[src/rtl/wb_stage.sv]
// MEM/WB pipeline register with load alignment/extension, HI/LO ownership and retire counter.
// Optional debug trace outputs are enabled by defining DEBUG_TRACE_EN.
module wb_stage #(
  parameter int          CNT_WIDTH  = 32,
  parameter logic [63:0] HILO_RESET = 64'h0
) (
  input  logic                 clk,
  input  logic                 rst,
  input  logic                 stall,
  input  logic                 flush,
  input  logic                 mem_valid,
  input  logic                 MemtoRegIn,
  input  logic                 RegWriteIn,
  input  logic                 HI_LO_weIn,
  input  logic [63:0]          HI_LO_dataIn,
  input  logic [31:0]          ALUoutIn,
  input  logic [31:0]          Memdata,
  input  logic [2:0]           MemReadTypeIn,
  input  logic [6:0]           WriteRegisterIn,
  input  logic [31:0]          PCin,
  input  logic [3:0]           exception_in,
  input  logic                 is_ds_in,
`ifdef DEBUG_TRACE_EN
  output logic [31:0]          debug_wb_pc,
  output logic [3:0]           debug_wb_rf_wen,
  output logic [4:0]           debug_wb_rf_wnum,
  output logic [31:0]          debug_wb_rf_wdata,
`endif
  output logic                 reg_we,
  output logic [6:0]           reg_waddr,
  output logic [31:0]          reg_wdata,
  output logic [31:0]          hi,
  output logic [31:0]          lo,
  output logic                 wb_valid,
  output logic [31:0]          wb_pc,
  output logic                 wb_is_ds,
  output logic [3:0]           wb_exception,
  output logic [CNT_WIDTH-1:0] retired
);

  typedef struct packed {
    logic        valid;
    logic        mem_to_reg;
    logic        reg_write;
    logic        hilo_we;
    logic [63:0] hilo_data;
    logic [31:0] alu_out;
    logic [31:0] mem_data;
    logic [2:0]  read_type;
    logic [6:0]  waddr;
    logic [31:0] pc;
    logic [3:0]  exception;
    logic        is_ds;
  } wb_entry_t;

  wb_entry_t            entry_q, entry_d;
  logic [63:0]          hilo_q;
  logic [CNT_WIDTH-1:0] retired_q, retired_d;
  logic                 commit;
  logic                 new_real;
  logic [7:0]           ld_byte;
  logic [15:0]          ld_half;
  logic [31:0]          ld_data;

  always_comb begin
    entry_d = entry_q;
    if (flush) begin
      entry_d = '0;
    end else if (!stall) begin
      entry_d.valid      = mem_valid;
      entry_d.mem_to_reg = MemtoRegIn;
      entry_d.reg_write  = RegWriteIn;
      entry_d.hilo_we    = HI_LO_weIn;
      entry_d.hilo_data  = HI_LO_dataIn;
      entry_d.alu_out    = ALUoutIn;
      entry_d.mem_data   = Memdata;
      entry_d.read_type  = MemReadTypeIn;
      entry_d.waddr      = WriteRegisterIn;
      entry_d.pc         = PCin;
      entry_d.exception  = exception_in;
      entry_d.is_ds      = is_ds_in;
    end
  end

  // Excepting instructions still enter WB, so they are counted here.
  assign new_real  = mem_valid & ~flush & ~stall;
  assign retired_d = retired_q + CNT_WIDTH'(new_real);

  always_ff @(posedge clk) begin
    if (rst) begin
      entry_q   <= '0;
      retired_q <= '0;
      hilo_q    <= HILO_RESET;
    end else begin
      entry_q   <= entry_d;
      retired_q <= retired_d;
      if (commit && entry_q.hilo_we) begin
        hilo_q <= entry_q.hilo_data;
      end
    end
  end

  assign commit = entry_q.valid & (entry_q.exception == 4'h0);

  always_comb begin
    ld_byte = 8'h00;
    case (entry_q.alu_out[1:0])
      2'b00:   ld_byte = entry_q.mem_data[7:0];
      2'b01:   ld_byte = entry_q.mem_data[15:8];
      2'b10:   ld_byte = entry_q.mem_data[23:16];
      default: ld_byte = entry_q.mem_data[31:24];
    endcase
    ld_half = entry_q.alu_out[1] ? entry_q.mem_data[31:16] : entry_q.mem_data[15:0];
    case (entry_q.read_type[1:0])
      2'b00:   ld_data = entry_q.read_type[2] ? {24'h0, ld_byte}
                                              : {{24{ld_byte[7]}}, ld_byte};
      2'b01:   ld_data = entry_q.read_type[2] ? {16'h0, ld_half}
                                              : {{16{ld_half[15]}}, ld_half};
      default: ld_data = entry_q.mem_data;
    endcase
  end

  assign reg_we       = commit & entry_q.reg_write & (entry_q.waddr != 7'd0);
  assign reg_waddr    = entry_q.waddr;
  assign reg_wdata    = entry_q.mem_to_reg ? ld_data : entry_q.alu_out;
  assign hi           = hilo_q[63:32];
  assign lo           = hilo_q[31:0];
  assign wb_valid     = entry_q.valid;
  assign wb_pc        = entry_q.pc;
  assign wb_is_ds     = entry_q.is_ds;
  assign wb_exception = entry_q.exception;
  assign retired      = retired_q;

`ifdef DEBUG_TRACE_EN
  // Masking with stall reports a held entry only on its final WB cycle.
  assign debug_wb_pc       = entry_q.pc;
  assign debug_wb_rf_wen   = {4{reg_we}} & ~{4{stall}};
  assign debug_wb_rf_wnum  = reg_waddr[4:0];
  assign debug_wb_rf_wdata = reg_wdata;
`endif

endmodule
[config.mk]
export PLATFORM = sky130hd
export DESIGN_NAME = wb_stage
export DESIGN_NICKNAME = d
export VERILOG_FILES = /design/src/rtl/wb_stage.sv
export SDC_FILE = /design/constraint.sdc
export NUM_CORES = 1
export LEC_CHECK = 0
export BUFFER_PORTS_ARGS = -buffer_cell sky130_fd_sc_hd__clkbuf_2
export CORE_ASPECT_RATIO = 1.75
export CORE_MARGIN = 3
export CORE_UTILIZATION = 40
export DETAILED_ROUTE_END_ITERATION = 7
export PLACE_DENSITY = 0.66
export SLEW_MARGIN = 25
export SYNTH_ARGS = -nofsm -noshare
export SYNTH_HDL_FRONTEND = slang
export SYNTH_SLANG_ARGS = --single-unit
[constraint.sdc]
create_clock -name clk -period 3 [get_ports clk]
set_clock_uncertainty 0.1 [all_clocks]
set_input_delay 0.3 -clock clk [delete_from_list [all_inputs] [get_ports clk]]
set_output_delay 0.3 -clock clk [all_outputs]
set_load 0.05 [all_outputs]
## Yosys cells after proc, flatten, opt, wreduce, memory -nomap -nowiden

Index checks and enable logic that the tools add are counted.

| word-level totals | value |
|---|---|
| bits in registers | 275 |
| input bits | 183 |
| output and inout port bits | 174 |

| cells by class | value |
|---|---|
| $add $sub $neg | 1 |
| equal/unequal tests | 3 |
| multiplexer cells | 6 |
| bitwise gates (word level) | 7 |
| reductions and logical operators | 6 |

Operators by type and width:

| kind | number |
|---|---|
| $mux W32 | 3 |
| $pmux W32 S2 | 1 |
| $add A32 B1 Y32 | 1 |
| $pmux W8 S3 | 1 |
| $mux W16 | 1 |
| $reduce_bool A7 Y1 | 1 |
| $and A1 B1 Y1 | 5 |
| $eq A2 B1 Y1 const B | 2 |
| $logic_not A2 Y1 | 2 |
| $logic_not A4 Y1 | 1 |
| $eq A2 B2 Y1 const B | 1 |
| $not A1 Y1 | 2 |
| $reduce_or A2 Y1 | 1 |
| $logic_and A1 B1 Y1 | 1 |

## Longest topological paths before layout

Gate-level depths: netlist (run 1).

| logic depth | value |
|---|---|
| depth in word-level cells | 5 |
| depth in mapped cells | 11 |
| mapped depth without buffers | 8 |

## Worst setup path before layout (run 1)

Ideal clock, no wire load.

| timing | value |
|---|---|
| path kind | input to register |
| from | input port stall |
| to | register retired_q[24] (netlist: retired[24]) |
| setup time | 0.070 ns |
| data arrival time | 2.709 ns |
| data required time | 2.830 ns |
| path slack | 0.120 ns |
| stages | 11 |
| cells stage by stage | clkbuf_1 clkbuf_1 nand2b_1 nor2_1 ha_1 ha_1 nand2_1 or4_4 clkbuf_2 or3_1 a21oi_1 |

| on the way | value |
|---|---|
| cells in the longest elaborated chain, start to end | 3 |

Ends and longest elaborated chain:

| element | RTL line | source |
|---|---|---|
| start, declared | 9 | `input logic stall,` |
| $not A1 Y1 | 86 | `assign new_real = mem_valid & ~flush & ~stall;` |
| $and A1 B1 Y1 | 86 |  |
| $add A32 B1 Y32 | 87 | `assign retired_d = retired_q + CNT_WIDTH'(new_real);` |
| end signal, assigned | 96 | `retired_q <= retired_d;` |
| end, declared | 58 | `logic [CNT_WIDTH-1:0] retired_q, retired_d;` |

No other way between the ends.
A chain may end at the register's enable or synchronous reset.

## Worst setup path after layout (run 1)

| timing | value |
|---|---|
| from | register entry_q[44] (netlist bit) |
| to | output port reg_wdata[23] |

| on the way | value |
|---|---|
| cells in the longest elaborated chain, start to end | 3 |

Ends and longest elaborated chain:

| element | RTL line | source |
|---|---|---|
| start, declared | 56 | `wb_entry_t entry_q, entry_d;` |
| start signal, assigned | 95 | `entry_q <= entry_d;` |
| $eq A2 B1 Y1 / $logic_not A2 Y1 (equally long branches) | 114 | `case (entry_q.read_type[1:0])` |
| $pmux W32 S2 * | 114 |  |
| $mux W32 * | 125 | `assign reg_wdata = entry_q.mem_to_reg ? ld_data : entry_q.alu_out;` |
| end, declared | 31 | `output logic [31:0] reg_wdata,` |

Mark *: on every way between the ends. The rest lies on a longest branch, timed or not.

==> summary.md, run 1 <==
| Metric | Value |
|---|---|
| Status | `complete, no violations` |
| YS warnings | `0` |
| H-tree depth | `1` |
| Startpoint Class | `flip-flop` |
| Period utilisation layout | `94.9%` |
| Tot Pwr | `8.09 mW` |
| Post-synth EDFFs | `0` |
| Psw | `1.96 mW` |
| Worst-path clk slew | `0.07 ns` |
| Vias per Instance | `4.93` |
| Initial antenna violation count | `3` |
| Share of power burned in registers | `46.8%` |
| Skew-Pair Late Insertion Delay | `0.54 ns` |
| DR pass1 iterations | `4` |
| Hold_sp | `rst` |
| Combinational power share | `11.7%` |
| Detail Route Antenna Nets | `0` |
| Total grt overflow | `0` |
| Hold endpoint | `retired[13]` |
| Placed cells | `1858` |
| Fmax achieved | `351 MHz` |
| R2r worst-path depth | `5` |
| TritonCTS clock tree | `built` |
| Clk buf depth | `3` |
| Finished Layout Cells | `2084` |
| Final hold violation count | `0` |
| Clock group share of total power | `41.5%` |
| Sw frac | `24.2%` |
| Lkg Pwr | `6.95 nW` |
| Cell count after synthesis | `1239` |
| Hold Worst Slack | `0.104 ns` |
| Power density cells | `519 nW/µm²` |
| Internal power | `6.13 mW` |
| Syn Area/Cell | `8.94 µm²` |
| Final instance area | `15600 µm²` |
| Commonest cells post-synth | `dfxtp_1 (275), nor2_1 (227), mux2i_1 (191)` |
| Final setup vio count | `0` |
| Max VDD drop | `0.000393 V` |
| Clock sink count | `275` |
| Fin nets | `1882` |
| IO Port Bufs | `356` |
| TritonCTS Buffers | `26` |
| Hold path depth | `2` |
| Die ar. | `29800 µm²` |
| Max cap viols | `0` |
| IO Count | `357` |
| Post-route setup TNS | `0 ns` |
| Cell variety after synth | `42` |
| Die outline height | `226 µm` |
| Slew Limit Fails | `0` |
| Crit-path max FO | `9` |
| Placed Area | `12900 µm²` |
| R2R setup slack | `0.58 ns` |
| Area Overhead vs Synth | `40.9%` |
| Max-Slew Margin vs Limit | `35.8%` |
| Worst r2r src | `retired[2]` |
| Final core utilization | `57.3%` |
| Final min period | `2.85 ns` |
| GR Util All Layers | `21.9%` |
| Unrepaired setup endpoints after global routing | `no` |
| Initial core utilization | `40.7%` |
| Post-DP HPWL | `22400 µm` |
| Register area share after synthesis | `49.7%` |
| Critical path class | `flip-flop to output pin` |
| Total Routed Length | `34100 µm` |
| Die width | `132 µm` |
| CTS root buf | `clkbuf_16` |
| Residual DRC | `0` |
| Largest net degree at the start of global routing | `125` |
| Top cells by area, synth | `dfxtp_1 (50%), mux2i_1 (17%), nor2_1 (7.7%), nand2_1 (5.3%), a21oi_1 (4.7%)` |
| DRT iter0 DRCs | `575` |
| Ys async rst share | `0%` |
| First-pass GRT wire length | `54000 µm` |
| Least-Margin Pin Slew | `0.963 ns` |
| Final setup margin | `0.152 ns` |
| Count leader, synth | `dfxtp_1` |
| # Post-CTS Setup Buffers | `0` |
| Register bit total from synthesis | `275` |
| Ratio of cells with drive above 1 in the final layout | `24.9%` |
| Min-Delay Path Class | `primary input to flip-flop` |
| Worst slack at placement | `0.326 ns` |
| Via count | `10268` |
| Floorplan Core Area | `27200 µm²` |
| Crit end category | `output pin` |
| CP required | `2.60 ns` |
| CP arrival | `2.45 ns` |
| Synth top area share | `49.7%` |
| Placer congestion estimate | `0.839` |
| Vias in the first global route | `10322` |
| Synth Net Count | `1424` |
| Post-Syn Area | `11100 µm²` |
| Row count | `80` |
| Synth area leader | `dfxtp_1` |
| Drt wl/cell | `16.4 µm` |
| RR Endpoint | `retired[31]` |
| Synth Flop Type | `dfxtp_1` |
-- state kept, by name (all words and copies together), names as in the netlist --
signal,cells
entry_q,134
retired,32
wb_pc,32
wb_valid,1
hilo_q,64
wb_is_ds,1
reg_waddr,7
wb_exception,4
-- worst max path at each step --
| stage | startpoint | endpoint | slack, ns | cells after the start |
|---|---|---|---|---|
| floorplan | stall | retired[24] | 0.12 | 11 |
| global placement | stall | retired[27] | 0.40 | 8 |
| detailed placement | stall | retired[27] | 0.33 | 8 |
| CTS | entry_q[80] | reg_wdata[15] | 0.09 | 6 |
| global route | entry_q[44] | reg_wdata[20] | 0.008 | 7 |
| finish | entry_q[44] | reg_wdata[23] | 0.15 | 7 |
-- critical path, cell delays in order (launching register included) --
cell and delay (ns):
dfxtp_1 0.38, buf_4 0.20, or3_1 0.39, o22ai_1 0.17
a21boi_1 0.11, buf_4 0.18, a21oi_1 0.18, clkbuf_2 0.31
-- power by group through the flow --
stage               clock [mW]  sequential (mW)  combinational, mW
floorplan                    0             3.85              0.514
global placement             0             3.86              0.739
detailed placement           0             3.87              0.748
CTS                       3.43             3.79              0.942
global route              3.57             3.80               1.02
finish                    3.36             3.79              0.949
-- per-layer routing --
metal / routed length [µm] / vias up / share of wire, % / GRT usage, %
met5: 34 / - / 0.10 / 0
met4: 1420 / 6 / 4.2 / 9.80
met3: 1840 / 86 / 5.4 / 4.32
met2: 18100 / 335 / 53 / 41.0
met1: 12700 / 4824 / 37 / 23.7
li1: - / 5017 / - / -
-- timing repair --
item,in CTS,in global routing
gates resized for setup,1,4
endpoints found under the setup margin,4,13
hold endpoints to repair,179,0
hold buffers,180,0
-- cell usage in the layout (no fill, tap or decap), types with 6 or more instances in the layout --
| cell | instances |
|---|---|
| nor3_1 | 8 |
| nand2_1 | 157 |
| nand3_1 | 11 |
| dfxtp_1 | 274 |
| inv_1 | 12 |
| nor2_1 | 227 |
| buf_4 | 17 |
| clkbuf_2 | 353 |
| a22oi_1 | 8 |
| nor2b_1 | 11 |
| xnor2_1 | 10 |
| a21oi_1 | 103 |
| dlygate4sd3_1 | 180 |
| nand4_1 | 7 |
| or3_1 | 11 |
| clkbuf_1 | 7 |
| o21ai_0 | 18 |
| clkbuf_8 | 6 |
| a22o_1 | 9 |
| nor4_1 | 6 |
| clkbuf_16 | 27 |
| buf_12 | 6 |
| mux2i_1 | 191 |
-- cells by family (layout without fill, tap and decap cells) --
group / count (synthesis) / after routing / share of synthesized area [%]
and+or+nand+nor: 456 / 456 / 17.0
DFF: 275 / 275 / 49.7
muxes: 195 / 195 / 17.7
AOI/OAI and AO/OA: 157 / 157 / 8.05
buffers and inverters: 141 / 616 / 6.28
xor gates and xnor gates: 13 / 13 / 1.03
adders and majority gates: 2 / 2 / 0.226
other: 0 / 1 / 0
-- layout make-up --
class	instances	area (µm²)
timing repair buffer	558	3840
clock inverter	5	75.1
fill	2370	11600
multi-input combinational	823	4890
inverter	13	48.8
tap	369	462
clock buffer	40	785
sequential	275	5510
antenna	1	2.50
(Power assumes the default switching activity.)
==> run 2, diff against run 1 <==
--- a/config.mk
+++ b/config.mk
@@ -10,7 +10,7 @@
 export CORE_MARGIN = 3
 export CORE_UTILIZATION = 40
 export DETAILED_ROUTE_END_ITERATION = 7
-export PLACE_DENSITY = 0.66
+export PLACE_DENSITY = 0.68
 export SLEW_MARGIN = 25
 export SYNTH_ARGS = -nofsm -noshare
 export SYNTH_HDL_FRONTEND = slang
==> summary.md, run 2 (same netlist as run 1, synthesis figures left out) <==
| Metric | Value |
|---|---|
| Power density cells | `520 nW/µm² (was 519 nW/µm²)` |
| IO Port Bufs | `356 (unchanged)` |
| Internal power | `6.10 mW (was 6.13 mW)` |
| Total grt overflow | `0 (unchanged)` |
| IO Count | `357 (unchanged)` |
| Status | `complete, no violations (unchanged)` |
| Clock sink count | `275 (unchanged)` |
| Clk buf depth | `3 (unchanged)` |
| Psw | `1.99 mW (was 1.96 mW)` |
| GR met3 Demand/Resource | `4.48% (was 4.32%)` |
| DR pass1 iterations | `4 (unchanged)` |
| Ratio of cells with drive above 1 in the final layout | `24.9% (about the same)` |
| Row count | `80 (unchanged)` |
| Clock group share of total power | `41.4% (was 41.5%)` |
| Commonest cells after routing, fill and taps aside | `clkbuf_2 (354), dfxtp_1 (274), nor2_1 (227) (was clkbuf_2 (353), dfxtp_1 (274), nor2_1 (227))` |
| Sw frac | `24.6% (was 24.2%)` |
| First-pass GRT wire length | `55600 µm (was 54000 µm)` |
| Final core utilization | `57.1% (was 57.3%)` |
| Crit end category | `output pin (unchanged)` |
| Vias in the first global route | `10693 (was 10322)` |
| Startpoint Class | `flip-flop (unchanged)` |
| Skew-Pair Late Insertion Delay | `0.54 ns (about the same)` |
| CTS root buf | `clkbuf_16 (unchanged)` |
| Die width | `132 µm (unchanged)` |
| Crit-path max FO | `12 (was 9)` |
| Initial antenna violation count | `1 (was 3)` |
| Vias per Instance | `4.95 (was 4.93)` |
| Top Registers | `entry_q x134, hilo_q x64 (unchanged)` |
| Worst-path clk slew | `0.06 ns (was 0.07 ns)` |
| Post-route setup TNS | `0 ns (unchanged)` |
| Max-Slew Margin vs Limit | `23.0% (was 35.8%)` |
| Residual DRC | `0 (unchanged)` |
| Max cap viols | `0 (unchanged)` |
| # Post-CTS Setup Buffers | `0 (unchanged)` |
| CP required | `2.60 ns (about the same)` |
| Slew Limit Fails | `0 (unchanged)` |
| Final hold violation count | `0 (unchanged)` |
| Die outline height | `226 µm (unchanged)` |
| Initial core utilization | `40.7% (unchanged)` |
| Period utilisation layout | `95.4% (was 94.9%)` |
| Least-Margin Pin Slew | `1.16 ns (was 0.963 ns)` |
| Max reg flops | `134 (unchanged)` |
| TritonCTS Buffers | `26 (unchanged)` |
| Gr busiest metal | `met2 (unchanged)` |
| Post-DP HPWL | `22500 µm (was 22400 µm)` |
| Placer congestion estimate | `0.867 (was 0.839)` |
| Combinational power share | `11.7% (about the same)` |
| Share of power burned in registers | `46.9% (was 46.8%)` |
| Critical path class | `flip-flop to output pin (unchanged)` |
| Via count | `10299 (was 10268)` |
| Die ar. | `29800 µm² (unchanged)` |
| Reg with most FFs | `entry_q (unchanged)` |
| Min-Delay Path Class | `primary input to flip-flop (unchanged)` |
| Largest net degree at the start of global routing | `130 (was 125)` |
| Most common cell after layout, fill and taps aside | `clkbuf_2 (unchanged)` |
| CP arrival | `2.46 ns (was 2.45 ns)` |
| Met2 Use GR | `42.2% (was 41.0%)` |
| Lkg Pwr | `6.92 nW (was 6.95 nW)` |
| H-tree depth | `1 (unchanged)` |
| Max VDD drop | `0.000505 V (was 0.000393 V)` |
| FF/Latch Area | `5510 µm² (unchanged)` |
| GR Util All Layers | `22.6% (was 21.9%)` |
| Unrepaired setup endpoints after global routing | `no (unchanged)` |
| Area Overhead vs Synth | `40.5% (was 40.9%)` |
| Floorplan Core Area | `27200 µm² (unchanged)` |
| Drt wl/cell | `16.9 µm (was 16.4 µm)` |
| Detail Route Antenna Nets | `0 (unchanged)` |
| Fillers | `2387 (was 2370)` |
| Met1 GRT Util | `24.3% (was 23.7%)` |
| Final min period | `2.86 ns (was 2.85 ns)` |
| Area of the multi-input gates | `4890 µm² (about the same)` |
| DRT iter0 DRCs | `442 (was 575)` |
| Fin nets | `1877 (was 1882)` |
| Final setup vio count | `0 (unchanged)` |
| Fmax achieved | `349 MHz (was 351 MHz)` |
| Total Routed Length | `35200 µm (was 34100 µm)` |
| TritonCTS clock tree | `built (unchanged)` |
==> run 2: cell count changes in the layout (fill, tap and decap cells not counted), sizes merged <==
cell	delta
buf	-5
clkinvlp	+2
diode	+1
clkbuf	-4
clkinv	+2
==> run 2: metal layers <==
layer,wire [µm],part of all wire [%],vias up
li1,-,-,5014
met1,12900,37,4828
met2,18700,53,359
met3,2000,5.7,98
met4,1580,4.5,0
met5,0,0,-
==> run 2: worst max-delay path, stage by stage, from the launching register on <==
cell      delay (ns)
dfxtp_1         0.60
mux2i_1         0.35
o22ai_1         0.15
a21boi_2        0.36
a21oi_1         0.18
clkbuf_2        0.27
==> run 2: cell type report <==
type / instances / area share [%]
Inverter: 13 / 0.314
Clock buffer: 36 / 4.88
Clock inverter: 9 / 0.643
Timing Repair Buffer: 553 / 24.3
Multi-Input combinational cell: 823 / 31.4
Tap cell: 369 / 2.97
Sequential cell: 275 / 35.4
Antenna cell: 2 / 0.0322
==> run 2: timing repair <==
action                     CTS  global route
hold buffers               180             0
hold endpoints to repair   179             0
resized for setup            1             2
setup endpoints to repair    7             6
==> run 2: final timing paths <==
| path | startpoint | cells past startpoint | endpoint | slack [ns] |
|---|---|---|---|---|
| worst max-delay path | entry_q[80] | 5 | reg_wdata[11] | 0.14 |
| worst min-delay path | flush | 4 | retired[0] | 0.18 |
| worst max register to register | retired[2] | 5 | retired[27] | 0.60 |
| worst min register to register | entry_q[123] | 2 | hilo_q[12] | 0.35 |
==> run 2: through the flow <==
step | hold WS (ns) | power (mW) | std cells | worst slack [ns] | instance area, µm²
floorplan | 0.332 | 4.37 | 1239 | 0.120 | 11100
global placement | 0.336 | 4.60 | 1853 | 0.398 | 12900
detailed placement | 0.345 | 4.62 | 1853 | 0.372 | 12900
CTS | 0.163 | 8.19 | 2078 | 0.00598 | 15500
global route | 0.204 | 8.39 | 2079 | 0.00903 | 15600
finish | 0.176 | 8.09 | 2080 | 0.138 | 15600
==> run 2: power groups by stage <==
stage	logic, mW	clock network [mW]	registers, mW
final	0.948	3.35	3.79
after global routing	1.01	3.58	3.80
after CTS	0.940	3.46	3.79
after detailed placement	0.745	0	3.87
after global placement	0.736	0	3.87
after floorplan	0.514	0	3.85
==> run 3, diff against run 2 <==
--- a/config.mk
+++ b/config.mk
@@ -11,6 +11,7 @@
 export CORE_UTILIZATION = 40
 export DETAILED_ROUTE_END_ITERATION = 7
 export PLACE_DENSITY = 0.68
+export SETUP_SLACK_MARGIN = 0.4
 export SLEW_MARGIN = 25
 export SYNTH_ARGS = -nofsm -noshare
 export SYNTH_HDL_FRONTEND = slang
==> summary.md, run 3 (same netlist as run 1, synthesis figures left out) <==
| Metric | Value |
|---|---|
| Status | `complete, no violations (unchanged)` |
| First-pass GRT wire length | `55800 µm (was 55600 µm)` |
| Least-Margin Pin Slew | `0.996 ns (was 1.16 ns)` |
| Most frequent cell on the critical path | `buf_4` |
| Startpoint Class | `flip-flop (unchanged)` |
| Die outline height | `226 µm (unchanged)` |
| Drt wl/cell | `17.2 µm (was 16.9 µm)` |
| DR pass1 iterations | `5 (was 4)` |
| Crit-path max FO | `10 (was 12)` |
| Skew-Pair Late Insertion Delay | `0.55 ns (was 0.54 ns)` |
| TritonCTS clock tree | `built (unchanged)` |
| Lkg Pwr | `7.03 nW (was 6.92 nW)` |
| Critical path's top delay family | `compound AO/OA/AOI/OAI gates (unchanged)` |
| IO Count | `357 (unchanged)` |
| CP max stage cell | `or3_1 (was dfxtp_1)` |
| Gr busiest metal | `met2 (unchanged)` |
| Placer congestion estimate | `0.855 (was 0.867)` |
| Crit end category | `output pin (unchanged)` |
| R2R setup slack | `0.78 ns (was 0.60 ns)` |
| Final hold violation count | `0 (unchanged)` |
| Top Registers | `entry_q x134, hilo_q x64 (unchanged)` |
| Vias in the first global route | `10714 (was 10693)` |
| Hold path depth | `4 (unchanged)` |
| Hold Worst Slack | `0.153 ns (was 0.176 ns)` |
| IO Port Bufs | `356 (unchanged)` |
| TritonCTS Buffers | `26 (unchanged)` |
| Crit-path cells | `or3_1 > o22ai_2 > a21boi_2 > buf_4 > a21oi_1 > buf_4 (was mux2i_1 > o22ai_1 > a21boi_2 > a21oi_1 > clkbuf_2)` |
| Final setup vio count | `0 (unchanged)` |
| DRT iter0 DRCs | `494 (was 442)` |
| Final min period | `2.55 ns (was 2.86 ns)` |
| Reg with most FFs | `entry_q (unchanged)` |
| Post-route setup TNS | `0 ns (unchanged)` |
| Die width | `132 µm (unchanged)` |
| Area Overhead vs Synth | `43.3% (was 40.5%)` |
| Hold_sp | `flush (unchanged)` |
| Unrepaired setup endpoints after global routing | `yes (was no)` |
| Die ar. | `29800 µm² (unchanged)` |
| Initial antenna violation count | `1 (unchanged)` |
| Max cap viols | `0 (unchanged)` |
| Ratio of cells with drive above 1 in the final layout | `26.2% (was 24.9%)` |
| Period utilisation layout | `85.0% (was 95.4%)` |
| R2r worst-path depth | `5 (unchanged)` |
| Initial core utilization | `40.7% (unchanged)` |
| Max reg flops | `134 (unchanged)` |
| Most common cell after layout, fill and taps aside | `clkbuf_2 (unchanged)` |
| Largest net degree at the start of global routing | `120 (was 130)` |
| Met2 Use GR | `42.1% (was 42.2%)` |
| Bufs and invs on worst path | `2 (was 1)` |
| Residual DRC | `0 (unchanged)` |
| Detail Route Antenna Nets | `0 (unchanged)` |
| Hold endpoint | `retired[0] (unchanged)` |
| Power density cells | `518 nW/µm² (was 520 nW/µm²)` |
| Critical path class | `flip-flop to output pin (unchanged)` |
| Fmax achieved | `392 MHz (was 349 MHz)` |
| Worst-path clk slew | `0.07 ns (was 0.06 ns)` |
| Post-DP HPWL | `22500 µm (about the same)` |
| Clock sink count | `275 (unchanged)` |
| Via count | `10533 (was 10299)` |
| Floorplan Core Area | `27200 µm² (unchanged)` |
| Vias per Instance | `5.03 (was 4.95)` |
| Commonest cells after routing, fill and taps aside | `clkbuf_2 (324), dfxtp_1 (271), nor2_1 (227) (was clkbuf_2 (354), dfxtp_1 (274), nor2_1 (227))` |
| Total Routed Length | `36000 µm (was 35200 µm)` |
| Min-Delay Path Class | `primary input to flip-flop (unchanged)` |
| Fin nets | `1887 (was 1877)` |
| Max VDD drop | `0.000383 V (was 0.000505 V)` |
| Crit path largest cell delay | `0.39 ns (was 0.60 ns)` |
| CP required | `2.60 ns (about the same)` |
| H-tree depth | `1 (unchanged)` |
| CTS root buf | `clkbuf_16 (unchanged)` |
| Row count | `80 (unchanged)` |
| Worst r2r src | `retired[2] (unchanged)` |
| Clk buf depth | `3 (unchanged)` |
| Met1 GRT Util | `24.8% (was 24.3%)` |
| GR met3 Demand/Resource | `4.26% (was 4.48%)` |
| CP arrival | `2.15 ns (was 2.46 ns)` |
| Slew Limit Fails | `0 (unchanged)` |
| Max-Slew Margin vs Limit | `33.6% (was 23.0%)` |
| Total grt overflow | `0 (unchanged)` |
| RR Endpoint | `retired[27] (unchanged)` |
| GR Util All Layers | `22.8% (was 22.6%)` |
==> run 3: cell types whose count changed in the layout (fill, tap and decap cells not counted), sizes merged <==
cell,change
buf,+22
clkbuf,-13
clkinvlp,-2
dlygate4sd3,+5
==> run 3: routing by layer <==
layer | routed length, µm | vias up
met4 | 1860 | 0
met2 | 18700 | 388
met1 | 13600 | 4986
met3 | 1850 | 116
met5 | 0 | -
li1 | - | 5043
==> run 3: repair_timing <==
| item | in CTS | in global routing |
|---|---|---|
| pin swaps | 4 | 0 |
| buffers inserted | 2 | 0 |
| hold endpoints to repair | 179 | 0 |
| resized for setup | 37 | 44 |
| hold buffers | 185 | 0 |
| setup endpoints to repair | 32 | 35 |
==> run 3: stage by stage <==
| stage | utilization (%) | cell area (µm²) | worst slack, ns | cells | power [mW] |
|---|---|---|---|---|---|
| 6_report | 58.3 | 15900 | 0.451 | 2092 | 8.23 |
| 3_5_place_dp | 47.4 | 12900 | 0.356 | 1856 | 4.61 |
| 5_1_grt | 58.3 | 15900 | 0.388 | 2091 | 8.49 |
| 4_1_cts | 58.0 | 15800 | 0.368 | 2090 | 8.27 |
| 2_1_floorplan | - | 11100 | 0.417 | 1239 | 4.37 |
| 3_3_place_gp | 47.3 | 12900 | 0.383 | 1855 | 4.59 |
==> run 3: layout make-up <==
class / instances / area (µm²)
tap: 369 / 462
sequential: 275 / 5510
multi-input combinational: 823 / 4960
antenna: 2 / 5.00
fill: 2327 / 11400
inverter: 13 / 50.0
timing repair buffer: 563 / 3980
clock inverter: 7 / 100
clock buffer: 40 / 803
==> run 3: worst max-delay path by stage <==
stage,start,depth (start not counted),end
floorplan,stall,11,retired[24]
global placement,stall,8,retired[27]
detailed placement,entry_q[80],6,reg_wdata[6]
CTS,entry_q[45],6,reg_wdata[25]
global route,entry_q[45],6,reg_wdata[16]
finish,entry_q[45],6,reg_wdata[18]
==> run 3: power breakdown <==
group | leakage, nW | switching (mW) | internal, mW
Clock | 0.448 | 1.43 | 2.02
Combinational | 4.35 | 0.527 | 0.461
Sequential | 2.23 | 0.0584 | 3.73
==> run 3: worst register-to-register path, cell delays in order, from the launching register on <==
cell and delay (ns):
dfxtp_1 0.43, nand4_1 0.12, buf_4 0.18, or4_4 0.63
or4_1 0.53, a21oi_1 0.15
